## src/rtl/load_store_unit.sv

```systemverilog
// Memory-stage load/store engine.
// Takes one load/store from EX/MEM and runs one req/gnt/rvalid transaction to data memory.
// Only one transaction is ever outstanding. Load data comes back aligned and sign/zero
// extended for the writeback mux.
// Ports:
//   clk, rst_n              clock, asynchronous active-low reset
//   req_valid_i/req_we_i    memory op present / store select
//   funct3_i, addr_i        access size/sign and byte address
//   wdata_i                 store data (low bits)
//   flush_i                 squash the current op
//   stall_o                 hold the pipeline while an op is pending
//   resp_valid_o, ld_data_o completion pulse and extended load data (0 for stores)
//   err_o                   misaligned or illegal access pulse, no memory access made
//   mem_*                   data memory req/gnt/rvalid port
module load_store_unit #(
   parameter int ADDR_WIDTH = 32,
   parameter int DATA_WIDTH = 32
) (
   input  logic                  clk,
   input  logic                  rst_n,
   input  logic                  req_valid_i,
   input  logic                  req_we_i,
   input  logic [2:0]            funct3_i,
   input  logic [ADDR_WIDTH-1:0] addr_i,
   input  logic [DATA_WIDTH-1:0] wdata_i,
   input  logic                  flush_i,
   output logic                  stall_o,
   output logic                  resp_valid_o,
   output logic [DATA_WIDTH-1:0] ld_data_o,
   output logic                  err_o,
   output logic                  mem_req_o,
   output logic                  mem_we_o,
   output logic [ADDR_WIDTH-1:0] mem_addr_o,
   output logic [3:0]            mem_be_o,
   output logic [DATA_WIDTH-1:0] mem_wdata_o,
   input  logic                  mem_gnt_i,
   input  logic                  mem_rvalid_i,
   input  logic [DATA_WIDTH-1:0] mem_rdata_i
);

   localparam logic [1:0] IDLE = 2'd0;
   localparam logic [1:0] REQ  = 2'd1;
   localparam logic [1:0] WAIT = 2'd2;

   logic [1:0]            state_q, state_d;
   logic                  we_q;
   logic [2:0]            funct3_q;
   logic [ADDR_WIDTH-1:0] addr_q;
   logic [DATA_WIDTH-1:0] wdata_q;
   logic                  resp_valid_q;
   logic                  err_q;
   logic                  flushed_q;
   logic [DATA_WIDTH-1:0] ld_data_q;

   logic                  accept;
   logic                  bad_f3;
   logic                  misaligned;
   logic                  req_err;
   logic [3:0]            be;
   logic [DATA_WIDTH-1:0] wdata_repl;
   logic [7:0]            ld_byte;
   logic [15:0]           ld_half;
   logic [DATA_WIDTH-1:0] ld_ext;

   // An op still presented in its own resp/err cycle must not be accepted a second time.
   assign accept  = (state_q == IDLE) & req_valid_i & ~resp_valid_q & ~err_q & ~flush_i;
   assign stall_o = req_valid_i & ~resp_valid_q & ~err_q & ~flush_i;

   // Unsigned sizes exist for loads only.
   assign bad_f3 = (funct3_i == 3'b011) | (funct3_i == 3'b110) | (funct3_i == 3'b111) |
                   (funct3_i[2] & req_we_i);
   assign misaligned = ((funct3_i[1:0] == 2'b01) & addr_i[0]) |
                       ((funct3_i[1:0] == 2'b10) & (addr_i[1:0] != 2'b00));
   assign req_err = bad_f3 | misaligned;

   always_comb begin
      be         = 4'b1111;
      wdata_repl = wdata_q;
      unique case (funct3_q[1:0])
         2'b00: begin
            be         = 4'b0001 << addr_q[1:0];
            wdata_repl = {4{wdata_q[7:0]}};
         end
         2'b01: begin
            be         = 4'b0011 << addr_q[1:0];
            wdata_repl = {2{wdata_q[15:0]}};
         end
         default: begin
            be         = 4'b1111;
            wdata_repl = wdata_q;
         end
      endcase
   end

   assign ld_byte = mem_rdata_i[8*addr_q[1:0] +: 8];
   assign ld_half = mem_rdata_i[16*addr_q[1] +: 16];

   always_comb begin
      ld_ext = mem_rdata_i;
      case (funct3_q)
         3'b000:  ld_ext = {{24{ld_byte[7]}}, ld_byte};
         3'b100:  ld_ext = {24'd0, ld_byte};
         3'b001:  ld_ext = {{16{ld_half[15]}}, ld_half};
         3'b101:  ld_ext = {16'd0, ld_half};
         default: ld_ext = mem_rdata_i;
      endcase
   end

   always_comb begin
      state_d = state_q;
      case (state_q)
         IDLE: if (accept && !req_err) state_d = REQ;
         REQ: begin
            if (mem_gnt_i)    state_d = WAIT;
            else if (flush_i) state_d = IDLE;
         end
         WAIT: if (mem_rvalid_i) state_d = IDLE;
         default: state_d = IDLE;
      endcase
   end

   always_ff @(posedge clk or negedge rst_n) begin
      if (!rst_n) begin
         state_q      <= IDLE;
         we_q         <= 1'b0;
         funct3_q     <= 3'd0;
         addr_q       <= '0;
         wdata_q      <= '0;
         resp_valid_q <= 1'b0;
         err_q        <= 1'b0;
         flushed_q    <= 1'b0;
         ld_data_q    <= '0;
      end else begin
         state_q      <= state_d;
         resp_valid_q <= 1'b0;
         err_q        <= 1'b0;
         if (accept) begin
            we_q     <= req_we_i;
            funct3_q <= funct3_i;
            addr_q   <= addr_i;
            wdata_q  <= wdata_i;
            err_q    <= req_err;
         end
         // A flush after the grant cannot cancel the access; only the response is dropped.
         if (state_q == REQ && mem_gnt_i) begin
            flushed_q <= flush_i;
         end
         if (state_q == WAIT) begin
            if (mem_rvalid_i) begin
               flushed_q <= 1'b0;
               if (!flushed_q && !flush_i) begin
                  resp_valid_q <= 1'b1;
                  ld_data_q    <= we_q ? '0 : ld_ext;
               end
            end else begin
               flushed_q <= flushed_q | flush_i;
            end
         end
      end
   end

   assign resp_valid_o = resp_valid_q;
   assign err_o        = err_q;
   assign ld_data_o    = ld_data_q;
   assign mem_req_o    = (state_q == REQ);
   assign mem_we_o     = mem_req_o & we_q;
   assign mem_be_o     = mem_req_o ? be : 4'b0000;
   assign mem_addr_o   = {addr_q[ADDR_WIDTH-1:2], 2'b00};
   assign mem_wdata_o  = wdata_repl;

endmodule

```

## config.mk

```make
export PLATFORM = sky130hd
export DESIGN_NAME = load_store_unit
export DESIGN_NICKNAME = d
export VERILOG_FILES = /design/src/rtl/load_store_unit.sv
export SDC_FILE = /design/constraint.sdc
export NUM_CORES = 1
export LEC_CHECK = 0
export CAP_MARGIN = 20
export CORE_UTILIZATION = 30
export DETAILED_ROUTE_END_ITERATION = 12
export SLEW_MARGIN = 5
export SYNTH_ARGS = -nofsm -noshare
export SYNTH_HDL_FRONTEND = slang
export SYNTH_SLANG_ARGS = --single-unit
```

## constraint.sdc

```tcl
create_clock -name clk -period 2 [get_ports clk]
set_clock_uncertainty 0.15 [all_clocks]
set_input_delay 0.2 -clock clk [delete_from_list [all_inputs] [get_ports clk]]
set_output_delay 0.2 -clock clk [all_outputs]
set_load 0.005 [all_outputs]
```

==> metrics.md, run 1 <==
| Metric | Value |
|---|---|
| Clock group share of total power | `0.227` |
| Slowest stage delay, CP | `0.36 ns` |
| Tmin final | `2.07 ns` |
| Library cells used by synthesis | `43` |
| Critical path type | `reg2reg` |
| HPWL Detailed | `about 11 mm` |
| Die H | `133 um` |
| #FFs+latches synth | `105` |
| Antenna cell count | `0` |
| Setup ws final | `-0.0690 ns` |
| Switching Fraction | `0.282` |
| Fin Setup TNS | `-1.10 ns` |
| Share of layout cells above drive strength 1 | `0.297` |
| IR drop worst, VDD | `roughly 520 uV` |
| Commonest cells after routing, fill and taps aside | `clkdlybuf4s50_1 (176), dfrtp_1 (103), mux2_2 (66)` |
| Nets | `740` |
| H-tree level count | `3` |
| Post-synthesis cell area | `5130 sq um` |
| Top achievable clock speed | `483 MHz` |
| CTS tree | `built` |
| Vias in the first global route | `4393` |
| Failing checks | `negative setup slack` |
| GRT Util Overall | `0.171` |
| Worst EP required | `between 2 and 2.5 ns` |
| Initial Util | `0.308` |
| # port buffers | `around 210` |
| CTS Buf Count | `9` |
| GR met3 Demand/Resource | `0.0467` |
| GRT Max-Usage Layer | `met2` |
| Pwr dens | `between 1000 and 1500 nW/um^2` |
| Detailed Route Iter0 Violations | `103` |
| Part of the cycle the worst path needs | `1.03` |
| Part of the power in registers | `0.367` |
| Fin cells | `859` |
| Final Max Slew Viols | `0` |
| Die area | `17600 sq um` |
| Commonest non-fill, non-tap cell in the layout | `clkdlybuf4s50_1` |
| Post-Place Setup Slack | `-0.264 ns` |
| Root Buffer | `clkbuf_16` |
| Post-synth ARST share | `1.00` |
| I/O pin count | `211` |
| Routability cong. | `slightly below 0.8` |
| Clock network latency to the later pin of the worst-skew pair | `approximately 0.35 ns` |
| Gr ovfl total | `0` |
| Crit path capture type | `register` |
| P&R area growth vs syn | `58.8%` |
| Core area | `between 15000 and 20000 sq um` |
| Yosys warnings | `0` |
| Final hold violation count | `0` |
| Worst Hold Class | `in2async` |
| Worst-path cell chain | `buf_4 > mux2_2 > a22oi_2 > a2111oi_4 > buf_4 > clkbuf_16 > a221o_1` |
| CP most frequent cell | `buf_4` |
| Startpoint types | `register` |
| CTS clk-pin slew, worst paths | `approximately 0.070 ns` |
| Max_cap viols | `0` |
| Syn Area/Cell | `12.2 sq um` |
| WL final | `between 10 and 15 mm` |
| First-pass GRT wire length | `23.3 mm` |
| Most used DFF post-synth | `dfrtp_1` |
| Psw | `2380 uW` |
| Outcome | `finished with violations` |
| Post-synth EDFFs | `0` |
| Clock Path Buffers | `2` |
| LEAKAGE | `0.00351 uW` |
| Rows | `47` |
| Layout Utilization | `0.490` |
| CP max-delay cell | `dfrtp_1` |
| Clock sink count | `approximately 110` |
| Crit Path Max Fanout | `8` |
| Syn Inst Count | `around 420` |
| Sequential area share after synthesis | `0.512` |
| GR Layer Usage met2 | `0.294` |
| DRC violations left | `0` |
| GRT met1 Usage | `0.203` |
| Comb power frac | `0.406` |
| CP Data Arrival Time | `~2.2 ns` |
| Total power draw | `8420 uW` |
| RSZ-0062 raised after global routing | `true` |
| Via density | `4.80` |
| Placed Cells | `about 820` |
| # setup viols final | `21` |
| Die X | `133 um` |
| Routed WL per cell | `roughly 17 um` |
| P_int | `6040 uW` |
| Pre-Repair DR Iteration Count | `4` |
| Largest net degree at the start of global routing | `44` |
| Routed Antenna Nets | `0` |
| Vias | `4124` |
| Initial antenna violation count | `0` |
## cell families after synthesis
family | after synthesis | synth area share
buf+inv | 73 | 0.0858
other cells | 1 | 0.000731
flops | 105 | 0.512
compound gates | 82 | 0.120
mux | 101 | 0.222
simple gates | 57 | 0.0595
## power groups by stage
stage | clock network [uW] | registers, uW | logic [uW]
2_1_floorplan | 0 | 3030 | 1510
3_3_place_gp | 0 | 3110 | 3130
3_5_place_dp | 0 | 3140 | 3170
4_1_cts | 1980 | 3100 | 3310
5_1_grt | 2040 | 3180 | 3680
6_report | 1910 | 3090 | 3420
## path summary, 6_finish.rpt
| check | start | endpoint | slack (ns) | cells past startpoint |
|---|---|---|---|---|
| setup / recovery | addr_q[1]$_DFFE_PN0P_ | ld_data_o[30]$_DFFE_PN0P_ | -0.07 | 7 |
| hold / removal | rst_n | ld_data_o[2]$_DFFE_PN0P_ | 0.18 | 2 |
| setup reg to reg | addr_q[1]$_DFFE_PN0P_ | ld_data_o[30]$_DFFE_PN0P_ | -0.07 | 7 |
| hold reg to reg | addr_q[15]$_DFFE_PN0P_ | addr_q[15]$_DFFE_PN0P_ | 0.34 | 1 |
| max in group asynchronous | rst_n | ld_data_o[29]$_DFFE_PN0P_ | 0.94 | 3 |
| min in group clk | addr_i[29] | addr_q[29]$_DFFE_PN0P_ | 0.28 | 2 |
## state kept, by name (all words and copies together) (netlist names)
| name | flops |
|---|---|
| addr_q | 32 |
| ld_data_o | 32 |
| wdata_q | 32 |
| funct3_q | 3 |
| state_q | 2 |
| err_o | 1 |
| flushed_q | 1 |
| resp_valid_o | 1 |
| we_q | 1 |
## per-layer routing
layer  routed length, um  part of all wire  up-vias
li1                    -                 -     1925
met1                6130              0.41     2025
met2                7480              0.50      155
met3                1070             0.071       19
met4                 272             0.018        0
met5                   0                 0        -
## worst max-delay path, delay by kind of cell, from the launching register on
kind	cells	cell delay (ns)
flip-flops	1	0.36
AO/OA/AOI/OAI	3	0.63
buffers and inverters	3	0.46
multiplexers	1	0.34
## synth_stat cells (all sizes together), types with 2 or more instances
library cell,n,area (sq um)
a2111oi,2,36.3
a211oi,2,15.0
a21o,3,22.5
a21oi,6,30.0
a221o,16,160
a22o,7,61.3
a22oi,7,52.6
a31oi,3,18.8
a32oi,7,61.3
and2,3,18.8
buf,53,365
clkbuf,15,56.3
dfrtp,105,2630
inv,5,18.8
mux2,92,1040
mux2i,8,80.1
nand2,13,48.8
nand2b,5,31.3
nand3,15,75.1
nor2,6,22.5
nor2b,2,12.5
nor3,3,15.0
nor3b,2,15.0
nor4b,2,17.5
o21ai,25,125
## final cells by class
type	instances	area [sq um]
multi-input combinational	242	2210
clock inverter	5	78.8
fill	1487	8490
sequential	105	2630
inverter	5	22.5
tap	220	275
clock buffer	11	243
timing repair buffer	271	2690
## repair_timing
action	CTS	global route
pin swaps	1	5
endpoints found under the hold margin	28	0
cloned	0	2
gates resized for setup	93	38
buffers inserted	13	8
setup endpoints to repair	48	40
hold buffers	1	0
## stage by stage
stage	hold WS [ns]	cell area [sq um]
3_3_place_gp	0.0166	7480
4_1_cts	0.180	8000
2_1_floorplan	-0.246	5140
3_5_place_dp	0.0217	7480
6_report	0.177	8150
5_1_grt	0.212	8150
(Power assumes the default switching activity.)
==> run 2: changes to the inputs <==
- SLEW_MARGIN: 5 -> 20
==> results of run 2 <==
The final DEF is identical to that of run 1; final timing and power are the same.
